`src/rtl/cmos_pkg.sv`:
```
// Shared constants for the CMOS camera capture block.
//   PIX_W          : width of an assembled RGB565 pixel
//   CNT_W          : width of the crop counters and of h_disp/v_disp
//   WAIT_FRAME_DEF : default number of frames discarded after reset
package cmos_pkg;
    localparam int PIX_W          = 16;
    localparam int CNT_W          = 11;
    localparam int WAIT_FRAME_DEF = 10;
endpackage

```
`src/rtl/cmos_capture_data_if.sv`:
```
// Camera-side and frame-side signal bundle of cmos_capture_data.
//   cam_vsync/cam_href/cam_data : raw camera stream (RGB565, high byte first)
//   cmos_frame_vsync/href       : gated, delayed sync outputs
//   cmos_frame_valid/data       : one-cycle pixel strobe and assembled pixel
// Modports: master = camera source / pixel consumer, slave = capture block.
interface cmos_capture_data_if;
    import cmos_pkg::*;

    logic             cam_vsync;
    logic             cam_href;
    logic [7:0]       cam_data;
    logic             cmos_frame_vsync;
    logic             cmos_frame_href;
    logic             cmos_frame_valid;
    logic [PIX_W-1:0] cmos_frame_data;

    modport master (
        output cam_vsync, cam_href, cam_data,
        input  cmos_frame_vsync, cmos_frame_href, cmos_frame_valid, cmos_frame_data
    );

    modport slave (
        input  cam_vsync, cam_href, cam_data,
        output cmos_frame_vsync, cmos_frame_href, cmos_frame_valid, cmos_frame_data
    );
endinterface

```
`src/rtl/cmos_edge_det.sv`:
```
// Two-flop delay line with rise/fall detection on the delayed pair.
//   clk, rst_n : clock, asynchronous active-low reset
//   din        : raw input
//   d0, d1     : input delayed by one and two cycles
//   rise, fall : d0 & ~d1 and ~d0 & d1
module cmos_edge_det (
    input  logic clk,
    input  logic rst_n,
    input  logic din,
    output logic d0,
    output logic d1,
    output logic rise,
    output logic fall
);
    always_ff @(posedge clk or negedge rst_n) begin
        if (!rst_n) begin
            d0 <= 1'b0;
            d1 <= 1'b0;
        end else begin
            d0 <= din;
            d1 <= d0;
        end
    end

    assign rise = d0 & ~d1;
    assign fall = ~d0 & d1;
endmodule

```
`src/rtl/cmos_capture_data.sv`:
```
// CMOS camera capture: pairs RGB565 bytes into pixels, discards the first
// WAIT_FRAME frames after reset, and flags lines with an odd byte count.
//   cam_pclk  : pixel clock (all logic on its rising edge)
//   rst_n     : asynchronous active-low reset
//   cam       : camera stream in, gated frame signals out (slave modport)
//   h_disp    : crop width in pixels
//   v_disp    : crop height in lines
//   line_err  : sticky odd-byte-line flag, cleared by the next vsync rise
// Optional feature: define CMOS_CROP_EN to gate strobes to the
// h_disp x v_disp window; without it every pixel is strobed.
module cmos_capture_data
    import cmos_pkg::*;
#(
    parameter int WAIT_FRAME = WAIT_FRAME_DEF
) (
    input  logic               cam_pclk,
    input  logic               rst_n,
    cmos_capture_data_if.slave cam,
    input  logic [CNT_W-1:0]   h_disp,
    input  logic [CNT_W-1:0]   v_disp,
    output logic               line_err
);
    localparam int FRAME_CNT_W = (WAIT_FRAME < 1) ? 1 : $clog2(WAIT_FRAME + 1);

    logic vsync_d0, vsync_d1, vsync_rise, vsync_fall;
    logic href_d0, href_d1, href_rise, href_fall;

    cmos_edge_det u_vsync_det (
        .clk  (cam_pclk),
        .rst_n(rst_n),
        .din  (cam.cam_vsync),
        .d0   (vsync_d0),
        .d1   (vsync_d1),
        .rise (vsync_rise),
        .fall (vsync_fall)
    );

    cmos_edge_det u_href_det (
        .clk  (cam_pclk),
        .rst_n(rst_n),
        .din  (cam.cam_href),
        .d0   (href_d0),
        .d1   (href_d1),
        .rise (href_rise),
        .fall (href_fall)
    );

    logic [7:0]             data_d0_reg, data_d1_reg;
    logic [FRAME_CNT_W-1:0] frame_cnt_reg;
    logic                   frame_ok;
    logic                   byte_flag_reg;
    logic [PIX_W-1:0]       pix_reg;
    logic                   pix_pulse_reg;
    logic                   in_window;
    logic                   valid_reg;
    logic [PIX_W-1:0]       data_out_reg;
    logic                   line_err_reg;

    // Edge flavours not needed for this block, plus the second data stage
    // kept only for alignment with the sync delay line.
    logic unused_sink;
    assign unused_sink = ^{data_d1_reg, vsync_fall, href_rise};

    always_ff @(posedge cam_pclk or negedge rst_n) begin
        if (!rst_n) begin
            data_d0_reg <= '0;
            data_d1_reg <= '0;
        end else begin
            data_d0_reg <= cam.cam_data;
            data_d1_reg <= data_d0_reg;
        end
    end

    // Frame counter saturates so frame_ok stays high until the next reset.
    assign frame_ok = (frame_cnt_reg == FRAME_CNT_W'(WAIT_FRAME));

    always_ff @(posedge cam_pclk or negedge rst_n) begin
        if (!rst_n) begin
            frame_cnt_reg <= '0;
        end else if (vsync_rise && !frame_ok) begin
            frame_cnt_reg <= frame_cnt_reg + FRAME_CNT_W'(1);
        end
    end

    // byte_flag = 1 means the high byte of the current pixel is held.
    // A vsync rise restarts pairing even in the middle of a line.
    always_ff @(posedge cam_pclk or negedge rst_n) begin
        if (!rst_n) begin
            byte_flag_reg <= 1'b0;
            pix_reg       <= '0;
            pix_pulse_reg <= 1'b0;
        end else begin
            byte_flag_reg <= href_d0 & ~byte_flag_reg & ~vsync_rise;
            pix_pulse_reg <= href_d0 & byte_flag_reg & ~vsync_rise;
            if (href_d0 && !vsync_rise) begin
                if (!byte_flag_reg) pix_reg[15:8] <= data_d0_reg;
                else                pix_reg[7:0]  <= data_d0_reg;
            end
        end
    end

    // A line ending with a held high byte drops it and raises line_err;
    // setting takes priority over the vsync clear.
    always_ff @(posedge cam_pclk or negedge rst_n) begin
        if (!rst_n) begin
            line_err_reg <= 1'b0;
        end else if (href_fall && byte_flag_reg) begin
            line_err_reg <= 1'b1;
        end else if (vsync_rise) begin
            line_err_reg <= 1'b0;
        end
    end

`ifdef CMOS_CROP_EN
    logic [CNT_W-1:0] x_cnt_reg, y_cnt_reg;

    // x is the index of the pixel being strobed (pre-increment), y the line
    // index since the last vsync rise. A line's last pixel pulse coincides
    // with the href fall, where the clear wins.
    always_ff @(posedge cam_pclk or negedge rst_n) begin
        if (!rst_n) begin
            x_cnt_reg <= '0;
            y_cnt_reg <= '0;
        end else begin
            if (vsync_rise || href_fall)
                x_cnt_reg <= '0;
            else if (pix_pulse_reg && (x_cnt_reg != '1))
                x_cnt_reg <= x_cnt_reg + 1'b1;

            if (vsync_rise)
                y_cnt_reg <= '0;
            else if (href_fall && (y_cnt_reg != '1))
                y_cnt_reg <= y_cnt_reg + 1'b1;
        end
    end

    assign in_window = (x_cnt_reg < h_disp) && (y_cnt_reg < v_disp);
`else
    logic unused_cfg;
    assign unused_cfg = ^{h_disp, v_disp};
    assign in_window  = 1'b1;
`endif

    // Output stage: the strobe lands two cycles after the second byte is
    // sampled, with the pixel captured in the same edge so it is stable.
    always_ff @(posedge cam_pclk or negedge rst_n) begin
        if (!rst_n) begin
            valid_reg    <= 1'b0;
            data_out_reg <= '0;
        end else begin
            valid_reg <= pix_pulse_reg & frame_ok & in_window;
            if (pix_pulse_reg) data_out_reg <= pix_reg;
        end
    end

    assign cam.cmos_frame_vsync = vsync_d1 & frame_ok;
    assign cam.cmos_frame_href  = href_d1 & frame_ok;
    assign cam.cmos_frame_valid = valid_reg;
    assign cam.cmos_frame_data  = data_out_reg;
    assign line_err             = line_err_reg;
endmodule

```
`src/flat_wrapper.sv`:
```
// flat-port wrapper written by rule: the top's interface ports become plain ports
module cmos_capture_data_flat import cmos_pkg::*;
#(
    parameter int WAIT_FRAME = WAIT_FRAME_DEF
)
  (cam_pclk, rst_n, h_disp, v_disp, line_err, cam_cam_vsync, cam_cam_href, cam_cam_data, cam_cmos_frame_vsync, cam_cmos_frame_href, cam_cmos_frame_valid, cam_cmos_frame_data);
  cmos_capture_data_if cam_i ();
  input  logic cam_pclk;
  input  logic rst_n;
  input  logic [CNT_W-1:0] h_disp;
  input  logic [CNT_W-1:0] v_disp;
  output logic line_err;
  input wire logic [$bits(cam_i.cam_vsync)-1:0] cam_cam_vsync;
  input wire logic [$bits(cam_i.cam_href)-1:0] cam_cam_href;
  input wire logic [$bits(cam_i.cam_data)-1:0] cam_cam_data;
  output wire logic [$bits(cam_i.cmos_frame_vsync)-1:0] cam_cmos_frame_vsync;
  output wire logic [$bits(cam_i.cmos_frame_href)-1:0] cam_cmos_frame_href;
  output wire logic [$bits(cam_i.cmos_frame_valid)-1:0] cam_cmos_frame_valid;
  output wire logic [$bits(cam_i.cmos_frame_data)-1:0] cam_cmos_frame_data;
  assign cam_i.cam_vsync = cam_cam_vsync;
  assign cam_i.cam_href = cam_cam_href;
  assign cam_i.cam_data = cam_cam_data;
  assign cam_cmos_frame_vsync = cam_i.cmos_frame_vsync;
  assign cam_cmos_frame_href = cam_i.cmos_frame_href;
  assign cam_cmos_frame_valid = cam_i.cmos_frame_valid;
  assign cam_cmos_frame_data = cam_i.cmos_frame_data;
  cmos_capture_data #(.WAIT_FRAME(WAIT_FRAME)) u_core (.cam_pclk(cam_pclk), .rst_n(rst_n), .cam(cam_i), .h_disp(h_disp), .v_disp(v_disp), .line_err(line_err));
endmodule
```
`config.mk`:
```
export PLATFORM = sky130hd
export DESIGN_NAME = cmos_capture_data_flat
export DESIGN_NICKNAME = d
export VERILOG_FILES = /design/src/rtl/cmos_pkg.sv /design/src/rtl/cmos_capture_data_if.sv /design/src/rtl/cmos_edge_det.sv /design/src/rtl/cmos_capture_data.sv /design/src/flat_wrapper.sv
export SDC_FILE = /design/constraint.sdc
export NUM_CORES = 1
export LEC_CHECK = 0
export BUFFER_PORTS_ARGS = -buffer_cell sky130_fd_sc_hd__buf_2
export CORE_ASPECT_RATIO = 0.5
export CORE_MARGIN = 5
export CORE_UTILIZATION = 50
export DETAILED_ROUTE_END_ITERATION = 8
export PLACE_DENSITY_LB_ADDON = 0.15
export SYNTH_ARGS = -nofsm -noshare
export SYNTH_HDL_FRONTEND = slang
export SYNTH_SLANG_ARGS = --single-unit
```
`constraint.sdc`:
```
create_clock -name cam_pclk -period 1.5 [get_ports cam_pclk]
set_input_delay 0.15 -clock cam_pclk [delete_from_list [all_inputs] [get_ports cam_pclk]]
set_output_delay 0.15 -clock cam_pclk [all_outputs]
set_load 0.01 [all_outputs]
```
==> results of run 1 <==
==> repair_timing <==
| action | 4_1_cts | 5_1_grt |
|---|---|---|
| pin swaps | 2 | 1 |
| setup endpoints to repair | 2 | 11 |
| setup buffers | 10 | 2 |
| gates resized for setup | 5 | 4 |
| hold endpoints to repair | 30 | 0 |
| hold buffers | 11 | 0 |
==> final cells by class <==
cell class / count / area (um^2)
inverters: 4 / 15.01
multi-input cells: 52 / 564.3
clock inverters: 2 / 35.03
well taps: 51 / 63.81
clock buffers: 6 / 72.57
flip-flops and latches: 52 / 1301
repair buffers: 59 / 419.2
fillers: 260 / 1057
==> final timing paths <==
path / slack, ns / to / startpoint
max in group asynchronous: 0.63 / u_core.pix_reg[0] / rst_n
worst min register to register: 0.43 / u_core.u_href_det.d1 / u_core.u_href_det.d0
worst max register to register: 0.05 / u_core.pix_reg[14] / u_core.u_vsync_det.d0
worst max-delay path: -0.005 / cam_cmos_frame_href / u_core.frame_cnt_reg[0]
worst min-delay path: 0.34 / u_core.cam.cmos_frame_data[5] / rst_n
min in group cam_pclk: 0.43 / u_core.u_href_det.d1 / u_core.u_href_det.d0
==> synth_stat cells <==
cell,n
and2_2,1
mux2_4,8
or3_1,1
nand4_1,1
buf_6,1
o31ai_1,1
clkbuf_1,1
nand2b_1,1
dfrtp_1,52
o21ai_0,1
ha_1,2
a32o_1,1
inv_1,4
and2_1,2
and3b_1,1
nor2_1,2
nor2b_4,1
nand3_2,1
xnor2_1,2
buf_2,2
nand2_1,1
mux2_2,25
==> cell families (layout without fill, tap and decap cells) <==
family	count (synthesis)	count (layout)
DFF	52	52
muxes	33	33
and+or+nand+nor	12	12
buffers and inverters	8	71
AOI/OAI and AO/OA	3	3
adders and majority gates	2	2
xor gates and xnor gates	2	2
==> worst max-delay path: stages (launching register included) <==
cell and delay (ns):
dfrtp_1 0.38, inv_2 0.05, ha_2 0.16, and3b_2 0.20, and2_1 0.13, buf_2 0.13
==> routing by layer <==
layer,GRT usage (%),wire length (um),up-vias
met4,9.557,80,0
met2,26.14,1637,21
met5,0,0,-
li1,-,-,500
met1,16.15,1431,538
met3,5.263,137,9
==> metrics by stage <==
stage / total power [W] / setup TNS, ns / area (um^2) / setup WS (ns)
2_1_floorplan: 0.002406 / 0 / 1891 / 0.1325
5_1_grt: 0.004115 / -0.1838 / 2471 / -0.09714
3_3_place_gp: 0.002696 / 0 / 2142 / 0.06386
3_5_place_dp: 0.002748 / 0 / 2142 / 0.04457
4_1_cts: 0.003896 / -0.01078 / 2446 / -0.007991
6_report: 0.003871 / -0.008186 / 2471 / -0.005464
==> cells in the final DEF, fill, tap and decap left out <==
master / synthesis / routed
a32o_1: 1 / 1
xnor2_1: 2 / 1
and2_4: 0 / 1
clkbuf_1: 1 / 1
o31ai_1: 1 / 1
nor2_2: 0 / 1
buf_4: 0 / 14
bufinv_16: 0 / 1
and2_1: 2 / 2
ha_1: 2 / 1
inv_2: 0 / 1
or3_1: 1 / 1
nand3_2: 1 / 1
ha_2: 0 / 1
buf_2: 2 / 30
nor2b_4: 1 / 1
buf_12: 0 / 1
nand4_1: 1 / 1
nand2b_1: 1 / 1
mux2_2: 25 / 25
clkinv_2: 0 / 1
o21ai_0: 1 / 1
xnor2_2: 0 / 1
dlygate4sd3_1: 0 / 11
dfrtp_1: 52 / 52
buf_6: 1 / 3
mux2_4: 8 / 8
and3b_2: 0 / 1
nor2_1: 2 / 1
clkbuf_8: 0 / 5
inv_1: 4 / 3
nand2_1: 1 / 1
==> power breakdown <==
group          switching (W)  internal (W)
Combinational       0.000402      0.000618
Clock               0.000429      0.000495
Sequential          0.000187       0.00174
Total                0.00102       0.00285
==> flow_metrics.tcl, run 1 <==
set metrics [dict create \
    min_period_ns 1.505 \
    setup_viol 2 \
    finalMaxSlewViolations 0 \
    violations "setup timing" \
    row_count 15 \
    hold_slack_ns 0.3394 \
    die_h_um 53.48 \
    synthDistinctLibCells 22 \
    clk_pin_slew_ns 0.09 \
    synth_compound_area_share_pct 1.191 \
    cts_tree "yes" \
    power.leakage_nw 1.208 \
    min_period_over_period_pct 100.4 \
    synth_top_family_by_area "multiplexers" \
    initial_core_util_pct 53.58 \
    synthMuxAreaShare_pct 21.24 \
    grt_overflow 0 \
    rsz0062_at_grt "yes" \
    grt_max_degree 23 \
    worst_setup_path_start_kind "register" \
    synth_xor_area_share_pct 0.9265 \
    portBuffers 31 \
    nNetsFinal 210 \
    drive_above_1_share_pct 54.86 \
    track_usage_pct 15.01 \
    numPlacedInstances 196 \
    crit_type "register to output port" \
    fin_worst_skew_ns 0.005850 \
    ys_warn_count 0 \
    wl_mm 3.287 \
    place.gp.congestion 0.7028 \
    synth_nets 148 \
    stdcell_count 226 \
    cts_made_buffers 5 \
    worst_slack_ns -0.005464 \
    die_w_um 96.96 \
    hold_violations 0 \
    via_count 1068 \
    max-cap-violations 0 \
    syn_inst 112 \
    yosysSeqAreaShare_pct 68.83 \
    clockRootBuffer "clkbuf_8" \
    fp.dieArea_um2 5185 \
    grt_pass1_wl_mm 5.706 \
    clk_path_buf_depth 2 \
    avgSynthCellArea_um2 16.88 \
    ys_seq_elements 52 \
    routed_via_density 4.726 \
    synth-simple-area-share_pct 4.368 \
    ant_nets 0 \
    crit_fanout 3 \
    dr.pass1.iters 3 \
    antenna_found_initial 0 \
    worstHoldPathType "input pin to asynchronous set/reset pin" \
    endpoint_kind "output port" \
    grt_pass1_vias 1146 \
    cp_data_arrival_time_ns 1.36 \
    n_antenna_cell 0 \
    io_pins 54 \
    area.growth.synth_to_final_pct 30.71 \
    peakVddDrop_uv 665.9 \
    fmax_mhz 664.2 \
    core-area_um2 3528 \
    drtIter0Drc 38 \
    yosysTopAreaCell "dfrtp_1" \
    synthAdderAreaFrac_pct 1.324 \
    relSlewSlack_pct 67.24 \
    synth_top_area_share_pct 68.83 \
    power.density_nw_per_um2 1566 \
    status "finished, violations left" \
    dp_hpwl_mm 2.046 \
    rr_worst_depth 4 \
    remaining_drc_errors 0 \
    fin_util_pct 70.04 \
    wire_per_inst_um 14.54 \
    required_ns 1.35 \
    synth_area_um2 1891 \
    cts-htree-levels 2 \
    clock_sinks 52 \
    netlist_top_cells_area "dfrtp_1 69%, mux2_2 15%, mux2_4 6.4%" \
    worst_pin_slew_ns 0.4913 \
    clkLatencyLatePin_ns 0.30 \
]
Note: power is estimated with default switching activity, not from simulation.
==> run 2, diff against run 1 <==
Settings changed: CORE_MARGIN 5 to default, RECOVER_POWER from default to 100.
==> run 2 against run 1 <==
- the run now ends clean
- core utilization decreased by 2.7 points
- clock power shrank 22%
- first-iteration DRC count fell by 29%
- count of clock-buffer cells in the layout shrank 1
- setup slack gained 0.012 ns
- power is 7.4% lower
- non-clock buffer count fell by 2
- critical path depth did not move
- cell count decreased by 1.3%
- hold slack better by 0.066 ns
- maximum frequency rose by 0.78%
- critical path type unchanged
- largest power group unchanged
==> flow_metrics.tcl, run 2 (synthesized netlist as in run 1, its figures left out) <==
set metrics [dict create \
    rr_startpoint "u_core.u_vsync_det.d0" \
    wl_mm 2.899 \
    portBuffers 31 \
    fin_area_um2 2377 \
    io_pins 54 \
    nFillCells 281 \
    rr_worst_depth 4 \
    via_count 1047 \
    power.leakage_nw 1.105 \
    grt_pass1_vias 999 \
    die_h_um 45.48 \
    dpl_cell_area_um2 2135 \
    clock_sinks 52 \
    cts-htree-levels 2 \
    setup_tns_ns 0 \
    dpl_worst_slack_ns 0.05522 \
    max_stage_delay_ns 0.37 \
    cts_made_buffers 5 \
    core-area_um2 3528 \
    cts_tree "yes" \
    grt_pass1_wl_mm 4.602 \
    slowest_stage "dfrtp_1" \
    setup_viol 0 \
    relSlewSlack_pct 54.10 \
    area.growth.synth_to_final_pct 25.74 \
    multi_input_area_um2 556.8 \
    clockRootBuffer "clkbuf_8" \
    nNetsFinal 208 \
    row_count 15 \
    peakVddDrop_uv 630.9 \
    worstHoldPathType "register to register" \
    grt_overflow 0 \
    timing.rr.end "u_core.pix_reg[9]" \
    track_usage_pct 16.01 \
    crit_fanout 3 \
    min_period_over_period_pct 99.59 \
    hold_depth 0 \
    finalMaxSlewViolations 0 \
    worst_setup_path_start_kind "register" \
    fp.dieArea_um2 4046 \
    worst_slack_ns 0.006216 \
    endpoint_kind "output port" \
    min_from "u_core.u_vsync_det.d0" \
    ant_nets 0 \
    path_cells "inv_2 > ha_2 > and3b_2 > and2_4 > buf_6" \
    r2r_setup_slack_ns 0.03 \
    initial_core_util_pct 53.58 \
    remaining_drc_errors 0 \
    drtIter0Drc 27 \
    clk_pin_slew_ns 0.09 \
    status "completed" \
    finalPower_w 0.003585 \
    antenna_found_initial 0 \
    final_cell_mix "52 x dfrtp_1, 25 x mux2_2, 22 x clkbuf_1" \
    max-cap-violations 0 \
    fmax_mhz 669.4 \
    dp_hpwl_mm 1.739 \
    n_antenna_cell 0 \
    min_period_ns 1.494 \
    whs_endpoint "u_core.u_vsync_det.d1" \
    hold_slack_ns 0.4050 \
    routed_via_density 4.695 \
    place.gp.congestion 0.7269 \
    wire_per_inst_um 13.00 \
    required_ns 1.35 \
    power.density_nw_per_um2 1508 \
    final_common_cell "dfrtp_1" \
    fin_worst_skew_ns 0.005526 \
    register_area_um2 1301 \
    worst_pin_slew_ns 0.6884 \
    hold_violations 0 \
    drive_above_1_share_pct 41.28 \
    die_w_um 88.96 \
    crit_type "register to output port" \
    clkLatencyLatePin_ns 0.29 \
    cp_data_arrival_time_ns 1.34 \
    dr.pass1.iters 4 \
    rsz0062_at_grt "yes" \
    grt_max_degree 53 \
    clk_path_buf_depth 2 \
]
-- run 2: cell count changes in the layout (fill, tap and decap cells not counted), sizes merged --
cell	change
bufinv	-1
clkinvlp	+1
buf	-25
clkbuf	+22
-- run 2: per-layer routing --
metal	wire (um)	GRT usage, %
met5	0	0
met4	0	4.762
met3	101	5.435
met2	1367	26.31
met1	1429	20.75
-- run 2: metrics by stage --
step | cells | util, %
2_1_floorplan | 112 | -
3_3_place_gp | 195 | 60.50
5_1_grt | 223 | 67.38
4_1_cts | 223 | 68.37
3_5_place_dp | 195 | 60.50
6_report | 223 | 67.38
-- run 2: critical path: cells and delay by family, from the launching register on --
kind          cells  cell delay, ns
fa+ha+maj         1            0.15
buf+inv           2            0.16
flops             1            0.37
simple gates      2            0.37
-- run 2: power by group --
group	switching [W]	total [W]	internal, W
clock	0.000407	0.000723	0.000316
combinational	0.000385	0.000947	0.000562
sequential	0.000176	0.00191	0.00174
-- run 2: area by class of cell --
type,instances,area share [%]
Timing Repair Buffer,57,15.11
Sequential cell,52,54.74
Clock inverter,2,0.5263
Tap cell,51,2.684
Clock buffer,5,2.895
Inverter,4,0.6316
Multi-Input combinational cell,52,23.42
-- run 2: repair_timing --
| action | 4_1_cts | 5_1_grt |
|---|---|---|
| resized for setup | 5 | 4 |
| endpoints found under the setup margin | 2 | 6 |
| cloned | 0 | 0 |
| hold endpoints to repair | 62 | 0 |
| buffers inserted | 10 | 1 |
| pin swaps | 3 | 1 |
| hold buffers | 11 | 0 |
-- run 2: worst max path at each step --
stage,cells past startpoint,end,startpoint,slack [ns]
detailed placement,4,u_core.pix_reg[13],u_core.u_vsync_det.d0,0.06
global route,5,cam_cmos_frame_vsync,u_core.frame_cnt_reg[0],-0.04
global placement,4,u_core.pix_reg[11],u_core.u_vsync_det.d0,0.06
floorplan,4,u_core.pix_reg[10],u_core.u_vsync_det.d0,0.13
CTS,5,cam_cmos_frame_vsync,u_core.frame_cnt_reg[0],0.01
finish,5,cam_cmos_frame_vsync,u_core.frame_cnt_reg[0],0.006
==> run 3, diff against run 2 <==
Settings changed: MAX_ROUTING_LAYER from default to met4.
Clock period 1.5 ns to 1.6 ns, I/O delays scaled along.
==> run 3 against run 2 <==
- register-to-register slack better by 0.08 ns
- sequential share of layout area up 2.3 points
- setup slack better by 0.058 ns
- combinational power down 23%
- design area down 4.0%
- clock skew down 0.0023 ns
- clock power up 3.3%
- global-route usage up 0.80 points
- first-iteration DRC count up 59%
- flip-flop and latch count unchanged
- hold slack better by 0.0046 ns
- critical path type unchanged
==> flow_metrics.tcl, run 3 (synthesized netlist as in run 1, its figures left out) <==
set metrics [dict create \
    finalPower_w 0.003277 \
    clock_sinks 52 \
    worst_slack_ns 0.06465 \
    grt_overflow 0 \
    drtIter0Drc 43 \
    max-cap-violations 0 \
    portBuffers 31 \
    hold_depth 0 \
    endpoint_kind "output port" \
    die_h_um 45.48 \
    final_common_cell "dfrtp_1" \
    seqPwrFrac_pct 54.9 \
    final_cell_mix "52 x dfrtp_1, 25 x mux2_2, 23 x clkbuf_1" \
    area.growth.synth_to_final_pct 20.71 \
    worst_setup_path_start_kind "register" \
    relSlewSlack_pct 55.01 \
    setup_viol 0 \
    grt_pass1_vias 990 \
    cts_made_buffers 5 \
    die_w_um 88.96 \
    remaining_drc_errors 0 \
    whs_endpoint "u_core.u_vsync_det.d1" \
    power.density_nw_per_um2 1436 \
    multi_input_area_um2 514.2 \
    min_period_ns 1.535 \
    dr.pass1.iters 4 \
    rr_startpoint "u_core.u_vsync_det.d0" \
    p_switching_w 0.0008943 \
    rsz0062_at_grt "no" \
    routed_via_density 4.677 \
    io_pins 54 \
    fmax_mhz 651.3 \
    via_count 1015 \
    register_area_um2 1301 \
    timing.rr.end "u_core.pix_reg[8]" \
    setup_tns_ns 0 \
    place.gp.congestion 0.7331 \
    nFillCells 299 \
    rr_worst_depth 4 \
    hold_slack_ns 0.4096 \
    row_count 15 \
    worst_pin_slew_ns 0.6749 \
    crit_type "register to output port" \
    wl_mm 2.833 \
    grt_pass1_wl_mm 4.588 \
    clk_path_buf_depth 2 \
    clockRootBuffer "clkbuf_8" \
    combPwrFrac_pct 22.3 \
    fin_util_pct 64.68 \
    min_from "u_core.u_vsync_det.d0" \
    cp_data_arrival_time_ns 1.38 \
    n_antenna_cell 0 \
    wire_per_inst_um 13.06 \
    cts_tree "yes" \
    core-area_um2 3528 \
    clkLatencyLatePin_ns 0.30 \
    required_ns 1.44 \
    peakVddDrop_uv 579.1 \
    ant_nets 0 \
    fp.dieArea_um2 4046 \
    nNetsFinal 201 \
    r2r_setup_slack_ns 0.11 \
    min_period_over_period_pct 95.96 \
    dp_hpwl_mm 1.730 \
    cts-htree-levels 2 \
    antenna_found_initial 0 \
    power_switching_share_pct 27.29 \
    p_clk_share_pct 22.8 \
    drive_above_1_share_pct 31.93 \
    power.leakage_nw 1.029 \
    crit_fanout 3 \
    status "completed" \
    intPower_w 0.002382 \
    hold_violations 0 \
    worstHoldPathType "register to register" \
    initial_core_util_pct 53.58 \
    clk_pin_slew_ns 0.09 \
    track_usage_pct 16.82 \
    grt_max_degree 53 \
    fin_worst_skew_ns 0.003235 \
    dpl_worst_slack_ns 0.1476 \
    finalMaxSlewViolations 0 \
]
==> run 3: power groups by stage <==
stage                     Combinational, W  Clock, W  Sequential, W
after floorplan                   0.000377         0        0.00188
after global placement            0.000699         0        0.00182
after detailed placement          0.000725         0        0.00183
after CTS                         0.000800  0.000777        0.00180
after global routing              0.000813  0.000825        0.00184
final                             0.000732  0.000747        0.00180
==> run 3: layout make-up <==
cell class / instances / share of cell area (%)
Inverter: 4 / 0.6579
Sequential cell: 52 / 57.02
Tap cell: 51 / 2.796
Multi-Input combinational cell: 52 / 22.53
Clock buffer: 8 / 3.947
Timing Repair Buffer: 50 / 13.05
==> run 3: how the worst max path moves through the flow <==
stage               depth (start not counted)  slack, ns                   end                     from
finish                                      5       0.06  cam_cmos_frame_vsync  u_core.frame_cnt_reg[0]
floorplan                                   4       0.23    u_core.pix_reg[10]    u_core.u_vsync_det.d0
CTS                                         5      0.005  cam_cmos_frame_vsync  u_core.frame_cnt_reg[0]
detailed placement                          4       0.15     u_core.pix_reg[9]    u_core.u_vsync_det.d0
global route                                5      0.007  cam_cmos_frame_vsync  u_core.frame_cnt_reg[0]
global placement                            4       0.17    u_core.pix_reg[11]    u_core.u_vsync_det.d0
==> run 3: timing repair <==
| action | 4_1_cts | 5_1_grt |
|---|---|---|
| pin swaps | 1 | 1 |
| gates resized for setup | 2 | 3 |
| buffers inserted | 3 | 1 |
| hold buffers | 11 | 0 |
| setup endpoints to repair | 2 | 2 |
| hold endpoints to repair | 62 | 0 |
==> run 3: metrics by stage <==
step / std cells / instance area (um^2)
2_1_floorplan: 112 / 1891
3_3_place_gp: 194 / 2127
3_5_place_dp: 194 / 2127
4_1_cts: 216 / 2351
5_1_grt: 217 / 2282
6_report: 217 / 2282
==> run 3: routing by layer <==
metal / track usage [%] / part of all wire, % / vias to the layer above
met1: 20.91 / 50 / 500
met5: - / 0 / -
met4: 8.571 / 1.6 / 0
met3: 5.435 / 4.0 / 6
met2: 25.23 / 44 / 22
li1: - / - / 487
==> run 3: critical path, stage by stage (launching register included) <==
cell	delay (ns)
dfrtp_1	0.36
inv_2	0.05
ha_2	0.17
and3b_2	0.21
and2_0	0.16
buf_6	0.12
